==> config.mk <==
export PLATFORM = sky130hd
export DESIGN_NAME = fifo_write_arbiter
export DESIGN_NICKNAME = d
export VERILOG_FILES = /design/src/rtl/fifo_arb_pkg.sv /design/src/rtl/rr_picker.sv /design/src/rtl/fifo_write_arbiter.sv
export SDC_FILE = /design/constraint.sdc
export NUM_CORES = 1
export LEC_CHECK = 0
export ABC_AREA = 1
export BUFFER_PORTS_ARGS = -buffer_cell sky130_fd_sc_hd__buf_2
export CAP_MARGIN = 5
export CELL_PAD_IN_SITES_DETAIL_PLACEMENT = 1
export CELL_PAD_IN_SITES_GLOBAL_PLACEMENT = 2
export CORE_UTILIZATION = 22
export CTS_BUF_LIST = sky130_fd_sc_hd__clkbuf_8
export CTS_CLUSTER_SIZE = 24
export DETAILED_ROUTE_END_ITERATION = 7
export GPL_TIMING_DRIVEN = 0
export PLACE_DENSITY_LB_ADDON = 0.1
export RECOVER_POWER = 50
export SETUP_SLACK_MARGIN = 0.5
export SLEW_MARGIN = 25
export SYNTH_ARGS = -nofsm -noshare
export SYNTH_HDL_FRONTEND = slang
export SYNTH_SLANG_ARGS = --single-unit
==> constraint.sdc <==
create_clock -name clk -period 2.45 [get_ports clk]
set_input_delay 0.6125 -clock clk [delete_from_list [all_inputs] [get_ports clk]]
set_output_delay 0.6125 -clock clk [all_outputs]
set_load 0.02 [all_outputs]
==> src/rtl/fifo_arb_pkg.sv <==
// Shared types and width helpers for the FIFO write arbiter.
package fifo_arb_pkg;

    // Arbiter FSM: waiting for a request, or streaming beats for one owner.
    typedef enum logic [0:0] {
        ST_IDLE  = 1'b0,
        ST_GRANT = 1'b1
    } arb_state_e;

    // Width of a requester index (at least one bit).
    function automatic int id_width(input int num_req);
        return (num_req > 1) ? $clog2(num_req) : 1;
    endfunction

    // Width of a burst counter able to hold the value max_burst.
    function automatic int cnt_width(input int max_burst);
        return $clog2(max_burst + 1);
    endfunction

endpackage

==> src/rtl/rr_picker.sv <==
// Combinational round-robin search: first requester above last_i, with wrap.
module rr_picker
    import fifo_arb_pkg::*;
#(
    parameter int NUM_REQ = 4,
    parameter int IDW     = id_width(NUM_REQ)
) (
    input  logic [NUM_REQ-1:0] req_i,
    input  logic [IDW-1:0]     last_i,
    output logic [IDW-1:0]     winner_o,
    output logic               any_req_o
);

    localparam logic [IDW-1:0] TOP_IDX = IDW'(NUM_REQ - 1);

    // Walk the ring starting one past the previous winner; the first hit wins.
    always_comb begin
        logic [IDW-1:0] idx;
        winner_o  = '0;
        any_req_o = 1'b0;
        idx       = last_i;
        for (int off = 0; off < NUM_REQ; off++) begin
            idx = (idx == TOP_IDX) ? '0 : idx + 1'b1;
            if (!any_req_o && req_i[idx]) begin
                winner_o  = idx;
                any_req_o = 1'b1;
            end else begin
                winner_o  = winner_o;
                any_req_o = any_req_o;
            end
        end
    end

endmodule

==> src/rtl/fifo_write_arbiter.sv <==
// Round-robin arbiter that lets one requester at a time stream a packet
// (bounded by MAX_BURST beats) into a shared FIFO write port.
module fifo_write_arbiter
    import fifo_arb_pkg::*;
#(
    parameter int WIDTH     = 8,
    parameter int NUM_REQ   = 4,
    parameter int MAX_BURST = 16
) (
    input  logic                        clk,
    input  logic                        rst_n,
    input  logic [NUM_REQ-1:0]          req_valid,
    input  logic [NUM_REQ*WIDTH-1:0]    req_data,
    input  logic [NUM_REQ-1:0]          req_last,
    output logic [NUM_REQ-1:0]          req_ready,
    output logic [WIDTH-1:0]            fifo_din,
    output logic                        fifo_wput,
    input  logic                        fifo_full,
    output logic [id_width(NUM_REQ)-1:0] grant_id,
    output logic                        busy
);

    localparam int IDW = id_width(NUM_REQ);
    localparam int CW  = cnt_width(MAX_BURST);
    localparam logic [CW-1:0]  BURST_END  = CW'(MAX_BURST);
    localparam logic [IDW-1:0] LAST_RESET = IDW'(NUM_REQ - 1);

    arb_state_e     state_q, state_d;
    logic [IDW-1:0] grant_q, grant_d;
    logic [IDW-1:0] last_q, last_d;
    logic [CW-1:0]  cnt_q, cnt_d;

    logic [IDW-1:0]   winner_s;
    logic             any_req_s;
    logic             owner_valid_s;
    logic             owner_last_s;
    logic [WIDTH-1:0] owner_data_s;
    logic             accept_s;
    logic [CW-1:0]    cnt_inc_s;
    logic             burst_done_s;

    rr_picker #(
        .NUM_REQ (NUM_REQ),
        .IDW     (IDW)
    ) u_picker (
        .req_i     (req_valid),
        .last_i    (last_q),
        .winner_o  (winner_s),
        .any_req_o (any_req_s)
    );

    // The current owner's lane; only meaningful while in GRANT.
    assign owner_valid_s = req_valid[grant_q];
    assign owner_last_s  = req_last[grant_q];
    assign owner_data_s  = req_data[int'(grant_q)*WIDTH +: WIDTH];

    // A beat moves only when the owner offers one and the FIFO has room.
    assign accept_s     = (state_q == ST_GRANT) & owner_valid_s & ~fifo_full;
    assign cnt_inc_s    = cnt_q + 1'b1;
    assign burst_done_s = owner_last_s | (cnt_inc_s == BURST_END);

    assign busy     = (state_q == ST_GRANT);
    assign grant_id = grant_q;

    // Next-state logic: pick a winner in IDLE, count beats and release in GRANT.
    always_comb begin
        state_d = state_q;
        grant_d = grant_q;
        last_d  = last_q;
        cnt_d   = cnt_q;
        case (state_q)
            ST_IDLE: begin
                if (any_req_s) begin
                    state_d = ST_GRANT;
                    grant_d = winner_s;
                    cnt_d   = '0;
                end else begin
                    state_d = ST_IDLE;
                end
            end
            ST_GRANT: begin
                // Full stalls and owner gaps simply hold everything.
                if (accept_s) begin
                    cnt_d = cnt_inc_s;
                    if (burst_done_s) begin
                        state_d = ST_IDLE;
                        last_d  = grant_q;
                    end else begin
                        state_d = ST_GRANT;
                    end
                end else begin
                    state_d = ST_GRANT;
                end
            end
            default: begin
                state_d = ST_IDLE;
            end
        endcase
    end

    // Write-side outputs: steer the owner's lane to the FIFO during GRANT only.
    always_comb begin
        req_ready = '0;
        fifo_wput = 1'b0;
        fifo_din  = '0;
        if (state_q == ST_GRANT) begin
            req_ready[grant_q] = ~fifo_full;
            fifo_wput          = accept_s;
            fifo_din           = owner_data_s;
        end else begin
            req_ready = '0;
            fifo_wput = 1'b0;
            fifo_din  = '0;
        end
    end

    // State registers; reset leaves requester 0 first in line.
    always_ff @(posedge clk or negedge rst_n) begin
        if (!rst_n) begin
            state_q <= ST_IDLE;
            grant_q <= '0;
            last_q  <= LAST_RESET;
            cnt_q   <= '0;
        end else begin
            state_q <= state_d;
            grant_q <= grant_d;
            last_q  <= last_d;
            cnt_q   <= cnt_d;
        end
    end

endmodule

# --- Yosys cells after proc, flatten, opt, wreduce, memory -nomap -nowiden ---
# Cells that the tools add are included.
classes:
  order_cmp: 6
  n_eq_ne: 7
  n_shift: 1
  reduce_logical: 10
  n_mux: 36
  bitwise_logic: 6
  addsub: 5
ops:
  columns: ["op", "count"]
  rows:
  - ["$shiftx 32x6->8", 1]
  - ["$mux 2", 8]
  - ["$lt 2x3->1 const B", 5]
  - ["$mux 1", 15]
  - ["$bmux 1 s2", 6]
  - ["$mux 5", 2]
  - ["$pmux 5 s2", 1]
  - ["$add 2x1->2 const B", 4]
  - ["$eq 2x2->1 const B", 4]
  - ["$mux 8", 1]
  - ["$add 5x1->5 const B", 1]
  - ["$eq 5x5->1 const B", 1]
  - ["$and 4x4->4", 1]
  - ["$logic_and 1x1->1", 4]
  - ["$mux 4", 1]
  - ["$reduce_and 2->1", 2]
  - ["$logic_not 1->1", 3]
  - ["$reduce_and 3->1", 1]
  - ["$and 1x1->1", 2]
  - ["$demux 1 s2", 1]
  - ["$ge 2x1->1 const B", 1]
  - ["$ne 2x1->1 const B", 1]
  - ["$ne 2x2->1 const B", 1]
  - ["$not 1->1", 2]
  - ["other kinds (2)", 2]
totals:
  regBits: 10
  output_inout_bits: 16
  elab_cells: 75
  in_bits: 43

# --- Logic depth before layout (Yosys ltp) ---
# Gate-level depths: netlist of the first run.
depth:
  depth_word: 16
  depth_mapped: 12
  mapped_depth_nobuf: 12

# --- By module ---
# A second synthesis of the first run with hierarchy kept.
hier_totals:
  hier_cells: 191
  area_unflattened_um2: 1196.1
by_module_without_submodules:
  columns: ["mod", "instances", "area_each_um2", "cells_each", "seq_area_each_um2"]
  rows:
  - ["fifo_write_arbiter", 1, 843.3, 119, 252.7]
  - ["rr_picker", 1, 352.8, 72, 0.0]

# --- Worst setup path after synthesis of the first run ---
# OpenSTA, ideal clock, no wires.
synth_path:
  kind: "input to output"
  start: "in fifo_full"
  end: "out req_ready[0]"
  path_buffers: 0
  required_time_ps: 1837
  arrival_ps: 1385
  path_slack_ps: 453
  path_stages: 3
  path_cell_list: "nor2_1 inv_1 nor3_1"
synth_via:
  elab_chain_len: 3
synth_lines:
  columns: ["item", "line", "text"]
  rows:
  - ["start: declaration", "fifo_write_arbiter.sv:18", "input logic fifo_full,"]
  - ["$not 1->1", "fifo_write_arbiter.sv:107", "req_ready[grant_q] = ~fifo_full;"]
  - ["$and 4x4->4 (no line)", null, null]
  - ["$mux 4", "fifo_write_arbiter.sv:106", "if (state_q == ST_GRANT) begin"]
  - ["end: declaration", "fifo_write_arbiter.sv:15", "output logic [NUM_REQ-1:0] req_ready,"]
# No other way between the ends.

# --- Final worst setup path of the first run ---
layout_path:
  start: "reg grant_q[0], in the netlist grant_id[0]"
  end: "out fifo_wput"
layout_via:
  elab_chain_len: 5
layout_lines:
  columns: ["item", "line", "text"]
  rows:
  - ["start: declaration", "fifo_write_arbiter.sv:29", "logic [IDW-1:0] grant_q, grant_d;"]
  - ["start signal: assignment", "fifo_write_arbiter.sv:126", "grant_q <= grant_d;"]
  - ["$bmux 1 s2", "fifo_write_arbiter.sv:53", "assign owner_valid_s = req_valid[grant_q];"]
  - ["$mux 1 (implied by the code)", "fifo_write_arbiter.sv:53", null]
  - ["$and 1x1->1 (2 in series)", "fifo_write_arbiter.sv:58", "assign accept_s = (state_q == ST_GRANT) & owner_valid_s & ~fifo_full;"]
  - ["$mux 1", "fifo_write_arbiter.sv:106", null]
  - ["end: declaration", "fifo_write_arbiter.sv:17", "output logic fifo_wput,"]
# No other way between the ends. The select of a mux whose other input is x is not followed.

==> results.json, run 1 <==
{
  "outcome": "complete, no violations",
  "ant_nets": 0,
  "drt_pass1_iterations": 3,
  "grt_antenna_before_repair": 0,
  "vias": 1390,
  "cts_tree": "yes",
  "fillers": 596,
  "ys_ff_latch": 10,
  "fin_skew_ps": 1.59,
  "slew_violations": 0,
  "hold_class": "input port to asynchronous set/reset pin",
  "synth_most_common_cell": "nand2_1",
  "synth_edf_count": 0,
  "dp_worst_setup_slack_ps": 294,
  "die_y_um": 71.6,
  "numCtsBuffers": 3,
  "syn-num-nets": 214,
  "drive_above_1_share_pct": 42.6,
  "drc": 0,
  "postSynthCellCount": 169,
  "synth_commonest_cells": "nand2_1, inv_1, nand3_1",
  "die_area_mm2": 0.00512,
  "worstSetupEndpointType": "output port",
  "synth_area_leaders": "nand2_1, dfrtp_1, nand3_1, inv_1, a22oi_1",
  "holdBufCountCts": 0,
  "synth_top_area_share_pct": 21.9,
  "yosysWarnings": 0,
  "dp_hpwl_um": 2980,
  "finalNetCount": 290,
  "setup_tns_ps": 0,
  "cp_max_fo": 6,
  "synthArstFlopShare_pct": 100,
  "globalplace.congestion": 0.803,
  "power_mw": 2.40,
  "initial_utilization_pct": 23.6,
  "post-synth-top-area-cell": "nand2_1",
  "max_clock_freq_ghz": 0.462,
  "tightest_slew_ps": 525,
  "power.leakage_nw": 0.908,
  "start_kind": "register",
  "ys_seq_area_share_pct": 23.7,
  "synthFlopType": "dfrtp_1",
  "ys_types": 28,
  "clk_pin_slew_worst_paths_ps": 50,
  "drt_iter0_markers": 31,
  "cts_sinks": 10,
  "fin_util_pct": 36.6,
  "wl_um": 3880,
  "slew_headroom_pct": 65.0,
  "grt.total_usage_pct": 16.3,
  "grt_pass1_wl_um": 6630,
  "portBuffers": 58,
  "viasPerCell": 4.70,
  "core_area_mm2": 0.00450,
  "crit_type": "register to output port",
  "fin_hold_ws_ps": 320,
  "cp.required_ps": 1840,
  "hold_viol_final": 0,
  "grt_pass1_vias": 1484,
  "max-cap-violations": 0,
  "period_needed_ps": 2170,
  "power.density_mw_per_mm2": 1450,
  "ir_worst_vdd_v": 0.000498,
  "avgRoutedWirePerCell_um": 13.1,
  "netlist_area_mm2": 0.00106,
  "area_growth_pct": 54.9,
  "rsz0062_at_grt": "yes",
  "io_pins": 59,
  "synth_area_per_cell_um2": 6.30,
  "startpoint": "grant_id[0]",
  "die_w_um": 71.6,
  "cts_max_path_buffers": 2,
  "cts_root_buf": "clkbuf_8",
  "fin_crit_sh_pct": 88.4,
  "setup_viol": 0,
  "cp.arrival_ps": 1550,
  "clock_latency_ps": 240,
  "grt_max_degree": 11,
  "globalRoute.totalOverflow": 0,
  "htree_levels": 1,
  "placementRows": 24,
  "diodes": 0,
  "worst_slack_ps": 284,
  "rr_startpoint": "last_q[0]"
}
==> routing by layer <==
layer / vias up / global-route usage, % / wire (µm)
li1: 704 / - / -
met1: 634 / 18.4 / 1640
met2: 47 / 31.9 / 1960
met3: 5 / 2.39 / 239
met4: 0 / 3.92 / 39
met5: - / 0 / 0
==> repair_timing <==
item	in CTS	in global routing
pin swaps	4	1
gates resized for setup	18	10
cloned	1	0
endpoints found under the setup margin	13	18
buffers inserted	10	2
==> final timing paths <==
kind,end,slack (ps),depth (start not counted)
min in group clk,last_q[1],490,2
hold / removal,grant_id[1],320,1
setup / recovery,fifo_wput,280,5
max in group asynchronous,last_q[0],1770,1
hold reg to reg,last_q[1],490,2
setup reg to reg,grant_id[1],350,11
==> through the flow <==
stage	std cells	cell area, µm²
finish	296	1650
floorplan	169	1070
global placement	279	1430
global route	296	1650
CTS	294	1620
detailed placement	279	1430
==> cell families after synthesis <==
group,after synthesis,share of synthesized area (%)
flops,10,23.7
simple gates,107,46.4
buf+inv,24,9.64
fa+ha+maj,2,2.35
compound gates,24,16.2
xor+xnor,2,1.65
==> where the power goes <==
group / switching [mW] / internal [mW] / total (mW)
clock: 0.0676 / 0.141 / 0.209
combinational: 1.15 / 0.723 / 1.87
sequential: 0.0745 / 0.240 / 0.315
==> cell usage in the layout (no fill, tap or decap), drive strengths merged, types with 2 or more instances in the layout <==
cell type / instances
o21ai: 5
a31oi: 8
inv: 23
nand2: 71
dfstp: 2
clkbuf: 7
a22oi: 8
nor2: 14
ha: 2
buf: 68
xnor2: 2
nand3: 19
dfrtp: 8
==> registers in the layout (all words and copies together) (netlist names) <==
name	flops
cnt_q	5
grant_id	2
last_q	2
busy	1
==> worst max-delay path: stages (launching register included) <==
cell	delay, ps
dfrtp_1	530
nand2_1	200
o22ai_2	230
o21ai_4	100
inv_4	90
buf_2	170
==> final cells by class <==
| class | instances | area (µm²) | area share (%) |
|---|---|---|---|
| Buffer | 1 | 13.8 | 0.835 |
| Clock buffer | 4 | 55.1 | 3.34 |
| Inverter | 23 | 96.3 | 5.84 |
| Multi-Input combinational cell | 135 | 749 | 45.4 |
| Sequential cell | 10 | 253 | 15.3 |
| Tap cell | 52 | 65.1 | 3.95 |
| Timing Repair Buffer | 70 | 409 | 24.8 |
| Timing Repair inverter | 1 | 7.51 | 0.455 |
Power figures use the tool's default switching activity.
==> inputs of run 2 (changes only) <==
--- a/config.mk
+++ b/config.mk
@@ -10,7 +10,7 @@
 export CAP_MARGIN = 5
 export CELL_PAD_IN_SITES_DETAIL_PLACEMENT = 1
 export CELL_PAD_IN_SITES_GLOBAL_PLACEMENT = 2
-export CORE_UTILIZATION = 22
+export CORE_UTILIZATION = 24
 export CTS_BUF_LIST = sky130_fd_sc_hd__clkbuf_8
 export CTS_CLUSTER_SIZE = 24
 export DETAILED_ROUTE_END_ITERATION = 7
==> constraint.sdc (replaced) <==
create_clock -name clk -period 2.8 [get_ports clk]
set_input_delay 0.7 -clock clk [delete_from_list [all_inputs] [get_ports clk]]
set_output_delay 0.7 -clock clk [all_outputs]
set_load 0.02 [all_outputs]
==> results.json, run 2 (synthesized netlist as in run 1, its figures left out) <==
{
  "outcome": "complete, no violations",
  "power.density_mw_per_mm2": 1260,
  "numCtsBuffers": 3,
  "pwr-share-comb_pct": 75.0,
  "ant_nets": 0,
  "die_y_um": 68.6,
  "diodes": 0,
  "setup_tns_ps": 0,
  "cp.arrival_ps": 1610,
  "fillers": 574,
  "final_common_cell": "nand2_1",
  "grt_pass1_vias": 1221,
  "avgRoutedWirePerCell_um": 13.4,
  "timing.critical_path.buf_inv": 3,
  "cp_slowest_cell": "dfrtp_1",
  "wl_um": 3800,
  "cts_sinks": 10,
  "layout_common_cells": "nand2_1, buf_2, inv_1, nand3_1, nor2_1",
  "worstSetupEndpointType": "output port",
  "hold_class": "input port to asynchronous set/reset pin",
  "max-cap-violations": 0,
  "drt_pass1_iterations": 4,
  "max_stage_delay_ps": 500,
  "htree_levels": 1,
  "r2r_slack_ps": 610,
  "largest_register_ffs": 5,
  "portBuffers": 58,
  "cp.depth": 6,
  "path_cells": "inv_1 > nand2_1 > o21ai_2 > o21ai_4 > inv_4 > buf_2",
  "slew_violations": 0,
  "setup_viol": 0,
  "globalplace.congestion": 0.824,
  "multi_input_area_um2": 718,
  "grt.total_usage_pct": 15.9,
  "switching_share_pct": 57.2,
  "core_area_mm2": 0.00412,
  "period_needed_ps": 2310,
  "seq_power_share_pct": 15.3,
  "vias": 1340,
  "cpLargestDelayFamily": "flip-flops",
  "initial_utilization_pct": 25.9,
  "dp_hpwl_um": 3080,
  "grt_pass1_wl_um": 5570,
  "globalRoute.totalOverflow": 0,
  "placementRows": 23,
  "power_frac_clock_pct": 9.7,
  "clock_latency_ps": 240,
  "tightest_slew_ps": 573,
  "internal_power_mw": 0.810,
  "fin_crit_sh_pct": 82.4,
  "placed_cell_area_mm2": 0.00142,
  "hold_viol_final": 0,
  "ir_worst_vdd_v": 0.000450,
  "clk_pin_slew_worst_paths_ps": 50,
  "die_area_mm2": 0.00471,
  "area_growth_pct": 40.8,
  "grt_max_degree": 11,
  "drt_iter0_markers": 38,
  "switchingPower_mw": 1.08,
  "top_register": "cnt_q",
  "start_kind": "register",
  "cts_root_buf": "clkbuf_8",
  "cts_max_path_buffers": 2,
  "cp.required_ps": 2100,
  "power.leakage_nw": 0.841,
  "slew_headroom_pct": 61.8,
  "rr_worst_depth": 11,
  "die_w_um": 68.6,
  "cts_tree": "yes",
  "grt_antenna_before_repair": 0,
  "drive_above_1_share_pct": 37.8,
  "viasPerCell": 4.73,
  "finalNetCount": 279,
  "cp_max_fo": 7,
  "regArea_um2": 253,
  "crit_type": "register to output port",
  "rsz0062_at_grt": "yes",
  "max_clock_freq_ghz": 0.433,
  "design_area_mm2": 0.00150,
  "fin_skew_ps": 1.91,
  "drc": 0,
  "io_pins": 59
}
==> run 2: final cells by class <==
class / count / share of cell area (%)
clock buffer: 4 / 3.67
multi-input combinational: 135 / 47.9
buffer: 1 / 0.918
inverter: 23 / 6.26
timing repair buffer: 60 / 20.2
sequential: 10 / 16.9
tap: 50 / 4.17
==> run 2: path summary, 6_finish.rpt <==
kind / start / endpoint
setup reg to reg: last_q[0] / grant_id[1]
max in group asynchronous: rst_n / cnt_q[3]
setup / recovery: grant_id[1] / fifo_wput
hold reg to reg: last_q[1] / last_q[1]
hold / removal: rst_n / grant_id[1]
min in group clk: last_q[1] / last_q[1]
==> run 2: what timing repair did <==
item                                   CTS  global route
setup endpoints to repair                9             9
gates resized for setup                  2             6
pin swaps                                0             2
hold buffers                             0             0
setup buffers                            0             2
endpoints found under the hold margin    0             0
==> run 2: metrics by stage <==
| step | hold slack, ps | setup WS (ps) | cells | util (%) | total power, mW |
|---|---|---|---|---|---|
| floorplan | 404 | 628 | 169 | - | 1.31 |
| global placement | 467 | 586 | 277 | 34.4 | 1.65 |
| detailed placement | 469 | 583 | 277 | 34.4 | 1.69 |
| CTS | 319 | 467 | 281 | 35.9 | 1.89 |
| global route | 483 | 385 | 283 | 36.4 | 2.05 |
| finish | 430 | 493 | 283 | 36.4 | 1.89 |
==> run 2: per-layer routing <==
layer / track usage [%] / vias to the layer above / wire length [µm]
li1: - / 681 / -
met1: 20.7 / 606 / 1760
met2: 26.7 / 47 / 1760
met3: 1.64 / 6 / 230
met4: 5.99 / 0 / 55
met5: 0 / - / 0
==> run 2: power groups by stage <==
stage / registers, mW / logic (mW) / clock network (mW)
4_1_cts: 0.290 / 1.41 / 0.191
5_1_grt: 0.301 / 1.56 / 0.193
6_report: 0.289 / 1.42 / 0.183
3_3_place_gp: 0.283 / 1.36 / 0
2_1_floorplan: 0.293 / 1.02 / 0
3_5_place_dp: 0.286 / 1.40 / 0
